--- src/rtl/stopwatch_pkg.sv ---
// stopwatch_pkg: shared digit type, digit limits and display constants for the stopwatch datapath.
package stopwatch_pkg;
    typedef logic [3:0] bcd_t;
    localparam bcd_t DIG_MAX_S1 = 4'd5;
    localparam bcd_t DIG_MAX = 4'd9;
    localparam logic [3:0] AN_IDLE = 4'b1110;
    typedef enum logic [1:0] {IDX_S0, IDX_S1, IDX_M0, IDX_M1} dig_idx_t;
endpackage

--- src/rtl/stopwatch_timebase_ctrl_bcd_digit.sv ---
// bcd_digit: one modulo-(MAX+1) up/down BCD digit; co flags the carry/borrow terminal state.
module bcd_digit import stopwatch_pkg::*; #(
    parameter bcd_t MAX = DIG_MAX
) (
    input  logic clk,
    input  logic rst_n,
    input  logic en,
    input  logic up,
    input  logic clr,
    output bcd_t q,
    output logic co
);
    bcd_t nxt;
    // Out-of-range values resolve in one step: up wraps to 0 with carry, down lands on MAX without borrow.
    assign co = up ? (q >= MAX) : (q == 4'd0);
    always_comb nxt = up ? (co ? 4'd0 : q + 4'd1) : ((q == 4'd0 || q > MAX) ? MAX : q - 4'd1);
    always_ff @(posedge clk or negedge rst_n)
        if (!rst_n)
            q <= 4'd0;
        else if (clr)
            q <= 4'd0;
        else if (en)
            q <= nxt;
endmodule

--- src/rtl/stopwatch_timebase_ctrl.sv ---
// stopwatch_timebase_ctrl: 1 Hz prescaler, BCD MM:SS up/down counter with wrap pulse, and digit scan.
module stopwatch_timebase_ctrl import stopwatch_pkg::*; #(
    parameter int TICK_DIV = 50_000_000,
    parameter int SCAN_DIV = 50_000
) (
    input  logic        clk,
    input  logic        rst_n,
    input  logic        count_up,
    input  logic        paused,
    input  logic        clear,
    output logic [15:0] time_bcd,
    output logic        tick,
    output logic        wrapped,
    output logic [3:0]  an,
    output logic [3:0]  seg_digit
);
    localparam int PW = $clog2(TICK_DIV);
    localparam int SW = SCAN_DIV > 1 ? $clog2(SCAN_DIV) : 1;
    logic [PW-1:0] pc;
    logic [SW-1:0] sc;
    dig_idx_t      idx;
    logic [3:0]    co;
    logic [3:0]    en;
    logic          scan_end;
    assign tick = !paused && !clear && pc == PW'(TICK_DIV - 1);
    assign en = {tick & (&co[2:0]), tick & (&co[1:0]), tick & co[0], tick};
    assign scan_end = sc == SW'(SCAN_DIV - 1);
    assign seg_digit = time_bcd[{idx, 2'b00} +: 4];
    for (genvar i = 0; i < 4; i++) begin : g_dig
        bcd_digit #(.MAX(i == 1 ? DIG_MAX_S1 : DIG_MAX)) u_dig (
            .clk  (clk),
            .rst_n(rst_n),
            .en   (en[i]),
            .up   (count_up),
            .clr  (clear),
            .q    (time_bcd[4*i +: 4]),
            .co   (co[i])
        );
    end
    always_ff @(posedge clk or negedge rst_n)
        if (!rst_n) begin
            pc      <= '0;
            wrapped <= 1'b0;
        end else begin
            pc      <= clear ? '0 : paused ? pc : tick ? '0 : pc + 1'b1;
            wrapped <= tick & (&co);
        end
    // The scan runs regardless of pause/clear so the display never freezes on one digit.
    always_ff @(posedge clk or negedge rst_n)
        if (!rst_n) begin
            sc  <= '0;
            idx <= IDX_S0;
            an  <= AN_IDLE;
        end else begin
            sc  <= scan_end ? '0 : sc + 1'b1;
            idx <= scan_end ? dig_idx_t'(idx + 2'd1) : idx;
            an  <= scan_end ? {an[2:0], an[3]} : an;
        end
endmodule

--- config.mk ---
export PLATFORM = sky130hd
export DESIGN_NAME = stopwatch_timebase_ctrl
export DESIGN_NICKNAME = d
export VERILOG_FILES = /design/src/rtl/stopwatch_pkg.sv /design/src/rtl/stopwatch_timebase_ctrl_bcd_digit.sv /design/src/rtl/stopwatch_timebase_ctrl.sv
export SDC_FILE = /design/constraint.sdc
export NUM_CORES = 1
export LEC_CHECK = 0
export CAP_MARGIN = 20
export CORE_MARGIN = 2
export CORE_UTILIZATION = 45
export DETAILED_ROUTE_END_ITERATION = 12
export GPL_ROUTABILITY_DRIVEN = 0
export PLACE_DENSITY_LB_ADDON = 0.05
export SYNTH_ARGS = -nofsm -noshare
export SYNTH_HDL_FRONTEND = slang
export SYNTH_HIERARCHICAL = 1
export SYNTH_SLANG_ARGS = --single-unit
export TNS_END_PERCENT = 10
--- constraint.sdc ---
create_clock -name clk -period 2.8 [get_ports clk]
set_input_delay 0.42 -clock clk [delete_from_list [all_inputs] [get_ports clk]]
set_output_delay 0.42 -clock clk [all_outputs]
set_load 0.01 [all_outputs]
==> metrics.md <==
| Metric | Value |
|---|---|
| Post-layout util | `0.5386` |
| FF+latch count, synth | `65` |
| TritonCTS Buffers | `9` |
| GR Util All Layers | `0.2109` |
| Syn Inst Count | `492` |
| Overflow after GRT | `0` |
| Worst path arrival time | `2930 ps` |
| Total number of H-tree levels | `3` |
| Synthesized-area fraction occupied by xor and xnor cells | `0.03149` |
| Hold Vio Cnt, Final | `0` |
| Fin. max-slew vios | `0` |
| Slew margin rel. | `0.5150` |
| Core box area | `9684 um^2` |
| Critical path launch point type | `flop` |
| Multiplexer share of the synthesized area | `0.04189` |
| Io pins | `31` |
| Min Tclk post-route | `2641 ps` |
| Syn nets | `slightly above 500` |
| Final Skew | `13.18 ps` |
| Die Wd | `103.5 um` |
| Yosys top cell by area | `dfrtp_1` |
| Warnings, synthesis | `6` |
| Simple-Gate Fraction of Synth Area | `0.2865` |
| CTS root buf | `clkbuf_8` |
| CTS Sinks | `65` |
| Initial antenna violation count | `0` |
| Cell variety after synth | `65` |
| Asr flop ratio synth | `1.000` |
| Post-synthesis cell area | `about 4500 um^2` |
| DR pass1 iterations | `5` |
| Synth area leaders | `dfrtp_1 35%, ha_1 5.1%, nand2_1 3.9%` |
| Largest family of logic cells by synthesized area | `simple AND/OR/NAND/NOR gates` |
| Power Density | `365.6 nW/um^2` |
| Setup TNS | `0 ps` |
| Leak | `between 2 and 2.5 nW` |
| Fmax achieved | `378.6 MHz` |
| Register area share after synthesis | `0.3663` |
| Tot Pwr | `around 1.9 mW` |
| Critical path class | `flop to flop` |
| Critical path required time | `3090 ps` |
| Synth Area in Adders | `0.05060` |
| Yosys top cell area share | `0.3486` |
| Placed cells | `658` |
| WL/cell | `15.96 um` |
| Layout cell share with drive strength beyond 1 | `0.1386` |
| 1st-iter DRT viols | `202` |
| GRT busiest layer | `met2` |
| # rows | `36` |
| Design area | `5216 um^2` |
| Post-CTS setup buffers | `0` |
| Top_reg_cell synth | `dfrtp_1` |
| Clock slew at reported path FFs | `80 ps` |
| Final setup vio count | `0` |
| Die area | `between 10000 and 15000 um^2` |
| DPL Wire Length | `7630 um` |
| Grt met2 use | `0.3241` |
| CTS Buffer Depth | `2` |
| Routing usage on met3 | `0.02957` |
| Largest net degree at the start of global routing | `38` |
| Final net count | `559` |
| Clk_lat worst skew | `350 ps` |
| Vias in the first global route | `about 3600` |
| Vias | `3847` |
| RSZ-0062 raised after global routing | `false` |
| Synth Area in Compound Gates | `0.1695` |
| CTS tree | `built` |
| # diodes | `0` |
| Reg-to-reg slack, setup | `around 160 ps` |
| Port bufs | `30` |
| Leading cell types by count after synthesis | `62 x dfrtp_1, 46 x nand2_1, 37 x nor2_1, 26 x a21oi_1, 26 x nand3_1` |
| Worst slew pin tran | `727.5 ps` |
| Max cap viols | `0` |
| Post-synth EDFFs | `0` |
| Post-route DRC violation count | `0` |
| Mean Syn Cell Area | `slightly above 9 um^2` |
| Crit end category | `flop` |
| DR vias/cell | `5.708` |
| GR met1 Demand/Resource | `0.3039` |
| Height of the chip | `103.5 um` |
| Layout Cells excl Fill | `674` |
| Area Overhead vs Synth | `17.21%` |
| Status | `finished, final reports clean` |
| First-pass GRT wire length | `17650 um` |
| Class of the worst hold path | `input pin to async pin` |
| Routed WL | `between 10000 and 15000 um` |
| Part of the cycle the worst path needs | `0.9433` |
| DRT antenna net count | `0` |
| CP max FO | `7` |
| Top-count cell post-synth | `dfrtp_1` |
| VDD IR-drop max | `0.0002299 V` |
| DP Area | `roughly 5000 um^2` |
| Initial core utilization | `0.4596` |
-- routing by layer --
layer  part of all wire  vias up
li1                   -     1890
met1               0.50     1859
met2               0.46       86
met3              0.032       12
met4              0.014        0
met5                  0        -
-- critical path, stage by stage, from the launching register on --
cell      delay, ps
dfrtp_1         380
or4_4           540
nor4_4          210
nand4b_4        190
nor4_4          290
and2_1          280
o21ai_1         170
o32ai_1         320
o311a_1         200
-- metrics by stage --
stage                     hold slack [ps]  setup WS (ps)
final                               115.1          158.9
after floorplan                     124.4          53.58
after global routing                173.3          28.62
after CTS                           144.0          179.2
after detailed placement            500.6         -4.714
after global placement              485.8          111.3
-- path summary, 6_finish.rpt --
kind | from | to | cells after the start
max in group asynchronous | rst_n | an[1]$_DFFE_PN1N_ | 2
min reg2reg | sc[13]$_DFF_PN0_ | sc[13]$_DFF_PN0_ | 1
max reg2reg | pc[10]$_DFFE_PN0P_ | g_dig[3].u_dig/q[3]$_DFFE_PN0P_ | 8
min in group clk | sc[13]$_DFF_PN0_ | sc[13]$_DFF_PN0_ | 1
min | rst_n | g_dig[1].u_dig/q[2]$_DFFE_PN0P_ | 1
max | pc[10]$_DFFE_PN0P_ | g_dig[3].u_dig/q[3]$_DFFE_PN0P_ | 8
-- sequential cells by signal (all words and copies together) (netlist names) --
name and flops:
idx 2, sc 16, wrapped 1, pc 26
an 4, g_dig.u_dig/q 16
-- final cells by class --
class	count	area (um^2)
Multi-Input combinational cell	379	2592
Inverter	21	78.83
Tap cell	133	166.4
Clock buffer	9	123.9
Timing Repair Buffer	60	544.3
Fill cell	920	4468
Sequential cell	65	1632
Clock inverter	7	78.83
-- kinds of logic after synthesis --
kind of cell | count (synthesis)
AO/OA/AOI/OAI | 111
XOR/XNOR | 16
adder cells (fa/ha/maj) | 18
buffers and inverters | 48
flip-flops | 65
multiplexers | 13
AND/OR/NAND/NOR | 221
-- report_power, final --
part	internal [mW]	switching, mW	leakage, nW
Combinational	0.0388	0.0731	1.26
Sequential	0.941	0.00195	0.880
Clock	0.421	0.432	0.104
-- timing repair --
action,CTS,global route
endpoints found under the setup margin,1,1
hold buffers,0,0
endpoints found under the hold margin,0,0
gates resized for setup,3,1
-- placed cells by master (no fill, tap or decap), types with 5 or more instances in the layout --
cell / instances
dfrtp_1: 61
nand2_1: 46
nor2_1: 37
buf_4: 28
clkdlybuf4s50_1: 28
nand3_1: 26
a21oi_1: 26
inv_1: 21
ha_1: 18
o21ai_0: 17
and3_1: 15
a31oi_1: 15
nand2b_1: 14
nand4_1: 12
nor3_1: 11
xnor2_1: 9
clkbuf_8: 9
xor2_1: 7
or3_1: 7
o31ai_1: 6
o311a_1: 6
and4_1: 5
nor2b_1: 5
mux2_2: 5
or4_1: 5
a22oi_1: 5
Power figures use the tool's default switching activity.
